File: config.mk
export PLATFORM = sky130hd
export DESIGN_NAME = pkt_arbiter_flat
export DESIGN_NICKNAME = d
export VERILOG_FILES = /design/src/rtl/pkt_arbiter_if.sv /design/src/rtl/pkt_arbiter.sv /design/src/flat_wrapper.sv
export SDC_FILE = /design/constraint.sdc
export NUM_CORES = 1
export LEC_CHECK = 0
export BUFFER_PORTS_ARGS = -buffer_cell sky130_fd_sc_hd__buf_2
export CORE_ASPECT_RATIO = 1.4
export CORE_MARGIN = 1
export CORE_UTILIZATION = 25
export DETAILED_ROUTE_END_ITERATION = 10
export PLACE_DENSITY = 0.55
export SETUP_SLACK_MARGIN = 0.15
export SLEW_MARGIN = 20
export SYNTH_ARGS = -nofsm -noshare
export SYNTH_HDL_FRONTEND = slang
export SYNTH_SLANG_ARGS = --single-unit
File: constraint.sdc
create_clock -name clk -period 2.97 [get_ports clk]
set_clock_uncertainty 0.05 [all_clocks]
set_input_delay 0.4455 -clock clk [delete_from_list [all_inputs] [get_ports clk]]
set_output_delay 0.4455 -clock clk [all_outputs]
set_load 0.02 [all_outputs]
File: src/rtl/pkt_arbiter_if.sv
// pkt_arbiter_if
//   Stream bundle around the packet arbiter: NUM_REQ upstream AXI-Stream
//   request lanes (flattened) and one downstream AXI-Stream output tagged
//   with the source id.
//   modport slave  : arbiter view (consumes requests, drives the output)
//   modport master : environment view (drives requests, sinks the output)
//   s_axis_tvalid/tlast/tready : NUM_REQ bits, one per requester
//   s_axis_tdata               : requester i at [i*DATA_WIDTH +: DATA_WIDTH]
//   m_axis_tvalid/tdata/tlast/tid/tready : shared output stream
interface pkt_arbiter_if #(
   parameter int NUM_REQ    = 3,
   parameter int DATA_WIDTH = 18,
   parameter int IDW        = $clog2(NUM_REQ)
) ();
   logic [NUM_REQ-1:0]            s_axis_tvalid;
   logic [DATA_WIDTH*NUM_REQ-1:0] s_axis_tdata;
   logic [NUM_REQ-1:0]            s_axis_tlast;
   logic [NUM_REQ-1:0]            s_axis_tready;

   logic                          m_axis_tvalid;
   logic [DATA_WIDTH-1:0]         m_axis_tdata;
   logic                          m_axis_tlast;
   logic [IDW-1:0]                m_axis_tid;
   logic                          m_axis_tready;

   modport slave (
      input  s_axis_tvalid, s_axis_tdata, s_axis_tlast, m_axis_tready,
      output s_axis_tready, m_axis_tvalid, m_axis_tdata, m_axis_tlast, m_axis_tid
   );

   modport master (
      output s_axis_tvalid, s_axis_tdata, s_axis_tlast, m_axis_tready,
      input  s_axis_tready, m_axis_tvalid, m_axis_tdata, m_axis_tlast, m_axis_tid
   );
endinterface

File: src/rtl/pkt_arbiter.sv
// pkt_arbiter
//   Round-robin packet arbiter sharing one registered AXI-Stream output
//   between NUM_REQ row streams. A granted requester owns the output until
//   tlast, or until MAX_BEATS beats have passed (forced end, sticky error).
//
//   state | meaning
//   ------+---------------------------------------------------------------
//   IDLE  | no owner; pick next valid requester after last_grant
//   LOCK  | grant owns the output; beats flow until tlast or MAX_BEATS
//
//   Ports:
//   clk        : clock, rising edge
//   rst        : synchronous reset, active-high
//   bus        : pkt_arbiter_if.slave (request lanes + tagged output)
//   pkt_count  : packets completed at the output (wrapping 16-bit)
//   err_trunc  : sticky, set on any forced packet end
//   busy       : high while in LOCK
module pkt_arbiter #(
   parameter int NUM_REQ    = 3,
   parameter int DATA_WIDTH = 18,
   parameter int MAX_BEATS  = 64,
   parameter int IDW        = $clog2(NUM_REQ)
) (
   input  logic                clk,
   input  logic                rst,
   pkt_arbiter_if.slave        bus,
   output logic [15:0]         pkt_count,
   output logic                err_trunc,
   output logic                busy
);

   localparam int BCW = $clog2(MAX_BEATS);

   typedef enum logic {IDLE, LOCK} state_t;

   state_t                state_q, state_d;
   logic [IDW-1:0]        grant_q, last_grant_q;
   logic [IDW-1:0]        winner;
   logic                  winner_vld;
   logic [BCW-1:0]        beat_cnt_q;
   logic                  can_update;
   logic                  accept;
   logic                  pkt_end;

   logic                  m_tvalid_q;
   logic [DATA_WIDTH-1:0] m_tdata_q;
   logic                  m_tlast_q;
   logic [IDW-1:0]        m_tid_q;

   logic [DATA_WIDTH-1:0] req_data [NUM_REQ];

   for (genvar i = 0; i < NUM_REQ; i++) begin : g_unpack
      assign req_data[i] = bus.s_axis_tdata[i*DATA_WIDTH +: DATA_WIDTH];
   end

   assign can_update = bus.m_axis_tready || !m_tvalid_q;
   assign accept     = (state_q == LOCK) && bus.s_axis_tvalid[grant_q] && can_update;
   assign pkt_end    = bus.s_axis_tlast[grant_q] || (beat_cnt_q == BCW'(MAX_BEATS-1));

   // Scan last_grant+1, last_grant+2, ... so the previous owner is checked last.
   always_comb begin
      logic [IDW-1:0] idx;
      winner     = '0;
      winner_vld = 1'b0;
      idx        = '0;
      for (int k = 1; k <= NUM_REQ; k++) begin
         idx = IDW'((int'(last_grant_q) + k) % NUM_REQ);
         if (!winner_vld && bus.s_axis_tvalid[idx]) begin
            winner     = idx;
            winner_vld = 1'b1;
         end
      end
   end

   always_ff @(posedge clk) begin
      if (rst) state_q <= IDLE;
      else     state_q <= state_d;
   end

   always_comb begin
      state_d = state_q;
      case (state_q)
         IDLE: if (winner_vld)        state_d = LOCK;
         LOCK: if (accept && pkt_end) state_d = IDLE;
         default:                     state_d = IDLE;
      endcase
   end

   // Only the owner sees ready, and it follows downstream backpressure directly.
   always_comb begin
      bus.s_axis_tready = '0;
      busy              = (state_q == LOCK);
      if (state_q == LOCK) bus.s_axis_tready[grant_q] = can_update;
   end

   always_ff @(posedge clk) begin
      if (rst) begin
         grant_q      <= '0;
         last_grant_q <= IDW'(NUM_REQ-1);
         beat_cnt_q   <= '0;
         m_tvalid_q   <= 1'b0;
         m_tdata_q    <= '0;
         m_tlast_q    <= 1'b0;
         m_tid_q      <= '0;
         pkt_count    <= '0;
         err_trunc    <= 1'b0;
      end else begin
         if (state_q == IDLE && winner_vld) begin
            grant_q    <= winner;
            beat_cnt_q <= '0;
         end
         if (accept) begin
            beat_cnt_q <= beat_cnt_q + 1'b1;
            if (pkt_end) begin
               last_grant_q <= grant_q;
               // Remaining beats of a truncated packet re-arbitrate as a new packet.
               if (!bus.s_axis_tlast[grant_q]) err_trunc <= 1'b1;
            end
         end
         if (can_update) begin
            if (accept) begin
               m_tvalid_q <= 1'b1;
               m_tdata_q  <= req_data[grant_q];
               m_tlast_q  <= pkt_end;
               m_tid_q    <= grant_q;
            end else begin
               m_tvalid_q <= 1'b0;
            end
         end
         if (m_tvalid_q && bus.m_axis_tready && m_tlast_q) pkt_count <= pkt_count + 16'd1;
      end
   end

   assign bus.m_axis_tvalid = m_tvalid_q;
   assign bus.m_axis_tdata  = m_tdata_q;
   assign bus.m_axis_tlast  = m_tlast_q;
   assign bus.m_axis_tid    = m_tid_q;

endmodule

File: src/flat_wrapper.sv
// flat-port wrapper written by rule: the top's interface ports become plain ports
module pkt_arbiter_flat 
#(
   parameter int NUM_REQ    = 3,
   parameter int DATA_WIDTH = 18,
   parameter int MAX_BEATS  = 64,
   parameter int IDW        = $clog2(NUM_REQ)
)
  (clk, rst, pkt_count, err_trunc, busy, bus_s_axis_tvalid, bus_s_axis_tdata, bus_s_axis_tlast, bus_m_axis_tready, bus_s_axis_tready, bus_m_axis_tvalid, bus_m_axis_tdata, bus_m_axis_tlast, bus_m_axis_tid);
  pkt_arbiter_if #(.NUM_REQ(NUM_REQ), .DATA_WIDTH(DATA_WIDTH), .IDW(IDW)) bus_i ();
  input  logic clk;
  input  logic rst;
  output logic [15:0] pkt_count;
  output logic err_trunc;
  output logic busy;
  input wire logic [$bits(bus_i.s_axis_tvalid)-1:0] bus_s_axis_tvalid;
  input wire logic [$bits(bus_i.s_axis_tdata)-1:0] bus_s_axis_tdata;
  input wire logic [$bits(bus_i.s_axis_tlast)-1:0] bus_s_axis_tlast;
  input wire logic [$bits(bus_i.m_axis_tready)-1:0] bus_m_axis_tready;
  output wire logic [$bits(bus_i.s_axis_tready)-1:0] bus_s_axis_tready;
  output wire logic [$bits(bus_i.m_axis_tvalid)-1:0] bus_m_axis_tvalid;
  output wire logic [$bits(bus_i.m_axis_tdata)-1:0] bus_m_axis_tdata;
  output wire logic [$bits(bus_i.m_axis_tlast)-1:0] bus_m_axis_tlast;
  output wire logic [$bits(bus_i.m_axis_tid)-1:0] bus_m_axis_tid;
  assign bus_i.s_axis_tvalid = bus_s_axis_tvalid;
  assign bus_i.s_axis_tdata = bus_s_axis_tdata;
  assign bus_i.s_axis_tlast = bus_s_axis_tlast;
  assign bus_i.m_axis_tready = bus_m_axis_tready;
  assign bus_s_axis_tready = bus_i.s_axis_tready;
  assign bus_m_axis_tvalid = bus_i.m_axis_tvalid;
  assign bus_m_axis_tdata = bus_i.m_axis_tdata;
  assign bus_m_axis_tlast = bus_i.m_axis_tlast;
  assign bus_m_axis_tid = bus_i.m_axis_tid;
  pkt_arbiter #(.NUM_REQ(NUM_REQ), .DATA_WIDTH(DATA_WIDTH), .MAX_BEATS(MAX_BEATS), .IDW(IDW)) u_core (.clk(clk), .rst(rst), .bus(bus_i), .pkt_count(pkt_count), .err_trunc(err_trunc), .busy(busy));
endmodule
== After elaboration in Yosys (flattened, before gate mapping) ==
Index checks and enable logic that the tools add are counted.

* Input bits: 63
* Word-level logic and storage cells: 75
* Output and inout bits: 43
* Register bits: 50

* Bitwise logic cells: 4
* Add/sub/neg operators: 5
* Magnitude comparators: 6
* Equality and inequality tests: 1
* Div/mod/pow operators: 3
* Reduce and logical (&&, ||, !) cells: 18
* Multiplexer cells: 28

{| class="wikitable"
|+ Operators by type and width
! kind !! number
|-
| 32-bit by 3-bit remainder unit with 32-bit output (second input constant) || 3
|-
| 18-bit binary-select mux with 2-bit select || 1
|-
| 18-bit two-way mux || 2
|-
| 16-bit by 1-bit adder with 16-bit output (second input constant) || 1
|-
| 2-bit by 3-bit less-than comparator with 1-bit output (second input constant) || 4
|-
| 1-bit two-way mux || 12
|-
| 6-bit two-way mux || 2
|-
| 1-bit binary-select mux with 2-bit select || 5
|-
| 1-bit logical AND || 9
|-
| 2-bit by 2-bit adder with 3-bit output (second input constant) || 2
|-
| 6-bit by 1-bit adder with 6-bit output (second input constant) || 1
|-
| 6-bit equality test (second input constant) || 1
|-
| 2-bit two-way mux || 3
|-
| 2-bit AND reduction || 2
|-
| 2-bit by 1-bit adder with 3-bit output (second input constant) || 1
|-
| 3-bit bitwise AND || 1
|-
| 3-bit greater-or-equal comparator (second input constant) || 1
|-
| 1-bit logical NOT || 3
|-
| 3-bit two-way mux || 1
|-
| 2-bit inverter with 3-bit output || 1
|-
| 3-bit AND reduction || 1
|-
| 1-bit demux with 2-bit select || 1
|-
| 2-bit by 1-bit greater-or-equal comparator with 1-bit output (second input constant) || 1
|-
| 1-bit logical OR || 2
|-
| 3 further kinds || 4
|}

== Depth between registers and ports, before layout ==
Gate-level depths: netlist of run 1.

* Depth in word-level cells: 14
* Mapped depth: 7

== Least setup slack after synthesis of run 1 ==
OpenSTA, ideal clock, no wires.

* Kind: reg2reg
* Start: register u_core.last_grant_q[1]
* End: register u_core.beat_cnt_q[2]
* Arrival: 1.690 ns
* Period minus slack after synthesis: 1.828 ns
* Setup time: 0.088 ns
* Stages on the path, launching flop included: 8
* Setup slack: 1.142 ns
* Data required time: 2.832 ns
* Path through: dfxtp_1 inv_1 ha_1 a22o_1 a211o_1 a22oi_4 nand2_4 a311oi_2

* Longest elaborated chain between the ends: 13
* Elaborated cells between the ends (all ways): 21
* Classes of those cells: 3 x add/sub; 3 x div; 9 x mux; 6 x reduce/logical

{| class="wikitable"
|+ Ends and longest elaborated chain
! what !! line !! source
|-
| start: declaration || pkt_arbiter.sv:37 || <nowiki>logic [IDW-1:0] grant_q, last_grant_q;</nowiki>
|-
| start signal: assignment || pkt_arbiter.sv:99 || <nowiki>last_grant_q <= IDW'(NUM_REQ-1);</nowiki>
|-
| start signal: assignment || pkt_arbiter.sv:115 || <nowiki>last_grant_q <= grant_q;</nowiki>
|-
| 2-bit by 1-bit adder with 3-bit output || pkt_arbiter.sv:67 || <nowiki>idx = IDW'((int'(last_grant_q) + k) % NUM_REQ);</nowiki>
|-
| 32-bit by 3-bit remainder unit with 32-bit output || pkt_arbiter.sv:67 ||
|-
| 1-bit binary-select mux with 2-bit select || pkt_arbiter.sv:68 || <nowiki>if (!winner_vld && bus.s_axis_tvalid[idx]) begin</nowiki>
|-
| 1-bit two-way mux (implied by the code) || pkt_arbiter.sv:68 ||
|-
| 1-bit two-way mux || pkt_arbiter.sv:68 ||
|-
| 1-bit logical NOT || pkt_arbiter.sv:68 ||
|-
| 1-bit logical AND || pkt_arbiter.sv:68 ||
|-
| 1-bit two-way mux || pkt_arbiter.sv:68 ||
|-
| 1-bit logical NOT || pkt_arbiter.sv:68 ||
|-
| 1-bit logical AND || pkt_arbiter.sv:68 ||
|-
| 1-bit two-way mux * || pkt_arbiter.sv:68 ||
|-
| 1-bit logical AND * || pkt_arbiter.sv:108 || <nowiki>if (state_q == IDLE && winner_vld) begin</nowiki>
|-
| 2-bit nonzero test (no line) * || n/a ||
|-
| end signal: assignment || pkt_arbiter.sv:113 || <nowiki>beat_cnt_q <= beat_cnt_q + 1'b1;</nowiki>
|-
| end: declaration || pkt_arbiter.sv:40 || <nowiki>logic [BCW-1:0] beat_cnt_q;</nowiki>
|}

Mark *: on every way between the ends. The rest lies on a longest branch, timed or not. The select of a mux whose other input is x is not followed.
A chain may end at the register's enable or synchronous reset.

== Worst setup path after layout of run 1 ==
* Start: register u_core.grant_q[0]
* End: register u_core.beat_cnt_q[5]

* Longest elaborated chain between the ends: 5
* Elaborated cells between the ends (all ways): 6
* Classes of those cells: 3 x mux; 3 x reduce/logical

{| class="wikitable"
|+ Ends and longest elaborated chain
! what !! line !! source
|-
| start: declaration || pkt_arbiter.sv:37 ||
|-
| start signal: assignment || pkt_arbiter.sv:109 || <nowiki>grant_q <= winner;</nowiki>
|-
| 1-bit binary-select mux with 2-bit select * || pkt_arbiter.sv:57 || <nowiki>assign accept = (state_q == LOCK) && bus.s_axis_tvalid[grant_q] && can_update;</nowiki>
|-
| 1-bit two-way mux (implied by the code) * || pkt_arbiter.sv:57 ||
|-
| 1-bit logical AND * (2 in series) || pkt_arbiter.sv:57 ||
|-
| 6-bit two-way mux or 2-bit nonzero test (tied branches) || n/a ||
|}

Marks and branches as above.

==> flow_summary.yaml, run 1 <==
run_status:
  run_status: "complete, no violations"
synth:
  syn-cell-area_mm2: 0.00273
  syn_area_per_cell_um2: 9.18
  synth_xor_area_frac: 0.0353
  yosysTopAreaCellShare: 0.367
  synthFlopType: "dfxtp_1"
  synth_edf_count: 0
  ys_ff_latch: 50
  ys.warnings.count: 0
  synth-simple-area-share: 0.221
  synth-compound-area-share: 0.201
  syn_inst: 297
  synth_top_family_by_area: "simple AND/OR/NAND/NOR gates"
  synth_area_leaders: "dfxtp_1, mux2_2, nor2_1"
  syn-num-nets: 365
  async_flop_share: 0
  synth.distinct_cells: 54
  synthAdderAreaFrac: 0.0229
  yosys.area.top_type: "dfxtp_1"
  synthMuxAreaShare: 0.0922
  ys_seq_area_frac: 0.367
die:
  start_util: 0.259
  die_width_um: 90.3
  row_count: 44
  dieHeight_um: 126
  ios: 106
  die-area_mm2: 0.0113
  core-area_mm2: 0.0105
power_and_ir_drop:
  p_switching_uw: 546
  combPwrFrac: 0.245
  swShare: 0.298
  power.leakage_uw: 0.00149
  p_int_uw: 1290
  powerDensity_mw_per_mm2: 526
  power_frac_seq: 0.404
  ir_worst_vdd_v: 0.000188
  p_clk_frac: 0.351
finish:
  final_net_count: 461
  final_cell_mix: "buf_2, dfxtp_1, nor2_1"
  mostFrequentLayoutCell: "buf_2"
  n_fill_cell: 1138
  area_growth_pct: 28.1
  diodes: 0
  drive_above_1_share: 0.398
sta:
  slew-limit-headroom: 0.497
  rsz0062_at_grt: "no"
  setup_viol: 0
  hold_viol_final: 0
  worst_pin_slew_ns: 0.754
  drv_slew: 0
  min_period_over_period: 0.707
  setup_tns_ns: 0
  fmax_mhz: 477
  hold_ws_ns: 0.400
  min_period_ns: 2.10
min_path:
  min_path_type: "input pin to register"
drt:
  vias: 2510
  vias_per_cell: 4.72
  drtPass1Iterations: 4
  drt_iter0_markers: 57
  drc_errors: 0
  routed_wirelength_um: 7100
  post_drt_wl_per_cell_um: 13.3
  ant_nets: 0
clock_tree:
  path_clk_slew_ns: 0.07
  cts_resized: 0
  clk_latency_ns: 0.29
  root_buffer: "clkbuf_16"
  cts_buffer_depth: 2
  h-tree-depth: 2
  cts.sink_count: 50
  tritoncts: "done"
  ctsHoldBuffers: 0
  cts_setup_buffers: 0
  cts_buffers: 5
setup_path:
  crit_required_ns: 3.12
  critical_path.slowest_cell: "nor2_4"
  crit_path_start_kind: "register"
  path_max_fanout: 26
  end_kind: "register"
  max_stage_delay_ns: 0.48
  path_cells: "buf_4, and2b_1, a2bb2oi_2, nor2_4, o21ai_0, a311oi_2"
  path_class: "register to register"
  critPathArrivalTime_ns: 2.25
placed_design:
  gp_congestion: 0.749
  dp_hpwl_um: 5440
  io_buffers: 105
global_route:
  antenna_found_initial: 0
  grt_max_degree: 40
  grt_first_pass_wirelength_um: 11800
  overflow: 0
  grt_use_total: 0.128
  grt_pass1_vias: 2459
job:
  drv_cap: 0
==> per-stage QoR <==
stage	power [uW]	worst slack [ns]	area, um^2	std cells	util
floorplan	1090	1.14	2730	297	-
detailed placement	1210	0.875	3330	524	0.316
CTS	1870	0.853	3490	532	0.332
global route	1940	0.693	3490	532	0.332
global placement	1210	0.915	3330	524	0.316
finish	1840	0.871	3490	532	0.332
==> layer usage <==
| layer | global-route usage | part of all wire |
|---|---|---|
| met1 | 0.137 | 0.40 |
| met4 | 0.0361 | 0.012 |
| met2 | 0.242 | 0.53 |
| met5 | 0 | 0 |
| met3 | 0.0347 | 0.062 |
==> worst paths after layout <==
path                            startpoint                         end  slack (ns)  cells after the start
setup reg to reg         u_core.grant_q[0]        u_core.beat_cnt_q[5]        0.87                      6
setup / recovery         u_core.grant_q[0]        u_core.beat_cnt_q[5]        0.87                      6
hold reg to reg   u_core.bus.m_axis_tid[1]    u_core.bus.m_axis_tid[1]        0.41                      2
hold / removal        bus_s_axis_tdata[41]  u_core.bus.m_axis_tdata[5]        0.40                      3
==> synth_stat cells, types with 5 or more instances <==
library cell and number:
dfxtp_1 50, nor2_1 37, nor3_1 24, nand2_1 21
mux2_2 17, a21oi_1 14, a221oi_1 10, clkbuf_1 10
a221oi_2 8, nand3_1 8, xor2_1 8, inv_1 6
mux2i_1 6, o21ai_0 6, ha_1 5, nand4_1 5
or3_1 5
==> cell type report <==
class                   count  area [um^2]  share of cell area
multi-input cells         219         1560               0.446
flip-flops and latches     50         1000               0.287
repair buffers            111          571               0.163
well taps                 138          173              0.0494
clock buffers               6          129              0.0369
clock inverters             2         37.5              0.0107
inverters                   6         22.5             0.00645
==> registers in the layout, summed over array words and instances (netlist names) <==
| register | count |
|---|---|
| u_core.err_trunc | 1 |
| u_core.bus.m_axis_tid | 2 |
| u_core.bus.m_axis_tlast | 1 |
| u_core.last_grant_q | 2 |
| u_core.busy | 1 |
| u_core.bus.m_axis_tvalid | 1 |
| u_core.beat_cnt_q | 6 |
| u_core.grant_q | 2 |
| u_core.bus.m_axis_tdata | 18 |
| u_core.pkt_count | 16 |
==> power by group through the flow <==
stage	clock (uW)	sequential (uW)	combinational [uW]
floorplan	0	798	288
global placement	0	756	449
detailed placement	0	757	455
CTS	673	741	457
global route	694	748	494
finish	644	742	450
==> kinds of logic (layout without fill, tap and decap cells) <==
group,after synthesis,in the layout
XOR/XNOR,11,11
adder cells (fa/ha/maj),5,5
AND/OR/NAND/NOR,120,120
AO/OA/AOI/OAI,60,60
flip-flops,50,50
multiplexers,23,23
buffers and inverters,28,125
==> critical path: cells and delay by family (launching register included) <==
family / cells / cell delay, ns
compound gates: 3 / 0.62
buf+inv: 1 / 0.21
flops: 1 / 0.31
simple gates: 2 / 0.81
No activity file was read; power rests on OpenSTA's default activity.
==> run 2, diff against run 1 <==
--- a/config.mk
+++ b/config.mk
@@ -10,7 +10,7 @@
 export CORE_MARGIN = 1
 export CORE_UTILIZATION = 25
 export DETAILED_ROUTE_END_ITERATION = 10
-export PLACE_DENSITY = 0.55
+export PLACE_DENSITY = 0.56
 export SETUP_SLACK_MARGIN = 0.15
 export SLEW_MARGIN = 20
 export SYNTH_ARGS = -nofsm -noshare
==> constraint.sdc (replaced) <==
create_clock -name clk -period 1.9 [get_ports clk]
set_clock_uncertainty 0.05 [all_clocks]
set_input_delay 0.285 -clock clk [delete_from_list [all_inputs] [get_ports clk]]
set_output_delay 0.285 -clock clk [all_outputs]
set_load 0.02 [all_outputs]
==> run 2 against run 1 <==
  * Sequential share of layout area is 1.9 points lower
  * Count of clock-buffer cells in the layout is 1 lower
  * Routed wire length is 6.6% higher
  * Power is 65% higher
  * Non-clock buffer count is 13 higher
  * Fmax is 14% higher
  * Global-route usage is 0.50 points higher
  * First-iteration DRC count is 98% higher
  * Die area stayed put
  * Via count is 3.8% higher
  * Sequential power is 58% higher
  * Combinational power is 88% higher
==> flow_summary.yaml, run 2 (synthesis results as in run 1) <==
die:
  core-area_mm2: 0.0105
  die-area_mm2: 0.0113
  ios: 106
  dieHeight_um: 126
  start_util: 0.259
  die_width_um: 90.3
  row_count: 44
run_status:
  run_status: "complete, no violations"
drt:
  ant_nets: 0
  drt_iter0_markers: 113
  drc_errors: 0
  vias_per_cell: 4.76
  drtPass1Iterations: 4
  post_drt_wl_per_cell_um: 13.8
  vias: 2606
  routed_wirelength_um: 7570
min_path:
  holdPathStages: 3
  hold_end: "u_core.bus.m_axis_tdata[16]"
  min_from: "bus_s_axis_tdata[52]"
  min_path_type: "input pin to register"
sta:
  drv_slew: 0
  min_period_over_period: 0.966
  worst_pin_slew_ns: 0.511
  slew-limit-headroom: 0.659
  hold_ws_ns: 0.227
  rsz0062_at_grt: "yes"
  fmax_mhz: 545
  setup_viol: 0
  setup_ws_ns: 0.0641
  hold_viol_final: 0
  min_period_ns: 1.84
finish:
  area_growth_pct: 39.2
  largest_reg_flops: 18
  final_cell_mix: "buf_2, dfxtp_1, nor2_1"
  drive_above_1_share: 0.467
  multi_input_area_mm2: 0.00169
  ff_latch_area_mm2: 0.00101
  fin_cells: 547
  n_fill_cell: 1084
  mostFrequentLayoutCell: "buf_2"
  final_util: 0.361
  final_net_count: 476
  diodes: 0
placed_design:
  io_buffers: 105
  pre_cts_slack_ns: 0.0142
  dp_hpwl_um: 5260
  gp_congestion: 0.722
  placed_cells: 529
clock_tree:
  tritoncts: "done"
  root_buffer: "clkbuf_16"
  clk_latency_ns: 0.29
  path_clk_slew_ns: 0.07
  cts.sink_count: 50
  cts_buffer_depth: 2
  cts_buffers: 5
  h-tree-depth: 2
  ctsHoldBuffers: 0
global_route:
  grt_most_used_layer: "met2"
  grtUsageMet3: 0.0262
  overflow: 0
  met2_usage: 0.259
  grt_first_pass_wirelength_um: 12100
  grt_max_degree: 27
  antenna_found_initial: 0
  grt_pass1_vias: 2410
  grt_use_total: 0.133
  grt_use_met1: 0.144
setup_path:
  path_class: "register to register"
  ff2ff_path_depth: 7
  reg2reg_setup_slack_ns: 0.06
  timing.rr.end: "u_core.beat_cnt_q[3]"
  cp_top_family: "compound AO/OA/AOI/OAI gates"
  end_kind: "register"
  crit_path_start_kind: "register"
  max_stage_delay_ns: 0.37
  rr_startpoint: "u_core.last_grant_q[1]"
  critical_path.slowest_cell: "dfxtp_4"
  path_cells: "inv_2, ha_4, a22o_1, a211o_1, a22oi_4, nand2_4, a311oi_2"
  critPathArrivalTime_ns: 1.98
  cp_num_buf_inv: 1
  cp.depth: 7
  path_max_fanout: 7
  crit_required_ns: 2.05
power_and_ir_drop:
  power.total_uw: 3030
  ir_worst_vdd_v: 0.000311
  powerDensity_mw_per_mm2: 797
  power.leakage_uw: 0.00159
job:
  drv_cap: 0
-- run 2: cell types whose count changed in the layout (fill, tap and decap cells not counted), moves of 3 or more --
cell,previous run,this run
buf_4,6,17
dfxtp_1,50,45
dfxtp_4,0,3
ha_1,5,2
ha_4,0,3
inv_1,6,3
-- run 2: worst max-delay path by stage --
stage | startpoint | endpoint | slack, ns
floorplan | u_core.last_grant_q[1] | u_core.beat_cnt_q[2] | 0.16
global placement | u_core.last_grant_q[1] | u_core.beat_cnt_q[3] | 0.05
detailed placement | u_core.grant_q[0] | u_core.beat_cnt_q[5] | 0.01
CTS | u_core.last_grant_q[1] | u_core.beat_cnt_q[3] | 0.06
global route | u_core.last_grant_q[1] | u_core.beat_cnt_q[3] | -0.007
finish | u_core.last_grant_q[1] | u_core.beat_cnt_q[3] | 0.06
-- run 2: layer usage --
metal,part of all wire,vias up
li1,-,1308
met1,0.40,1206
met2,0.54,85
met3,0.048,7
met4,0.011,0
met5,0,-
-- run 2: cell type report --
type / instances / area share
multi-input combinational: 221 / 0.446
sequential: 50 / 0.267
timing repair buffer: 124 / 0.189
tap: 138 / 0.0455
clock buffer: 5 / 0.0330
clock inverter: 3 / 0.0119
inverter: 6 / 0.00692
-- run 2: repair_timing --
item | in CTS | in global routing
pin swaps | 4 | 1
setup buffers | 5 | 2
resized for setup | 11 | 15
endpoints found under the setup margin | 20 | 32
gates cloned | 3 | 0
-- run 2: through the flow --
step / TNS, ns / area [um^2]
6_report: 0 / 3800
5_1_grt: -0.00670 / 3800
4_1_cts: 0 / 3710
3_5_place_dp: 0 / 3410
3_3_place_gp: 0 / 3410
2_1_floorplan: 0 / 2760
-- run 2: power by group --
| group | total (uW) | switching [uW] | internal (uW) |
|---|---|---|---|
| Clock | 1020 | 396 | 621 |
| Sequential | 1170 | 48.5 | 1120 |
| Combinational | 844 | 481 | 362 |
-- run 2: worst reg2reg max path: stages (launching register included) --
cell and delay [ns]:
dfxtp_4 0.37, inv_2 0.04, ha_4 0.17, a22o_1 0.23, a211o_1 0.28, a22oi_4 0.25
nand2_4 0.11, a311oi_2 0.24
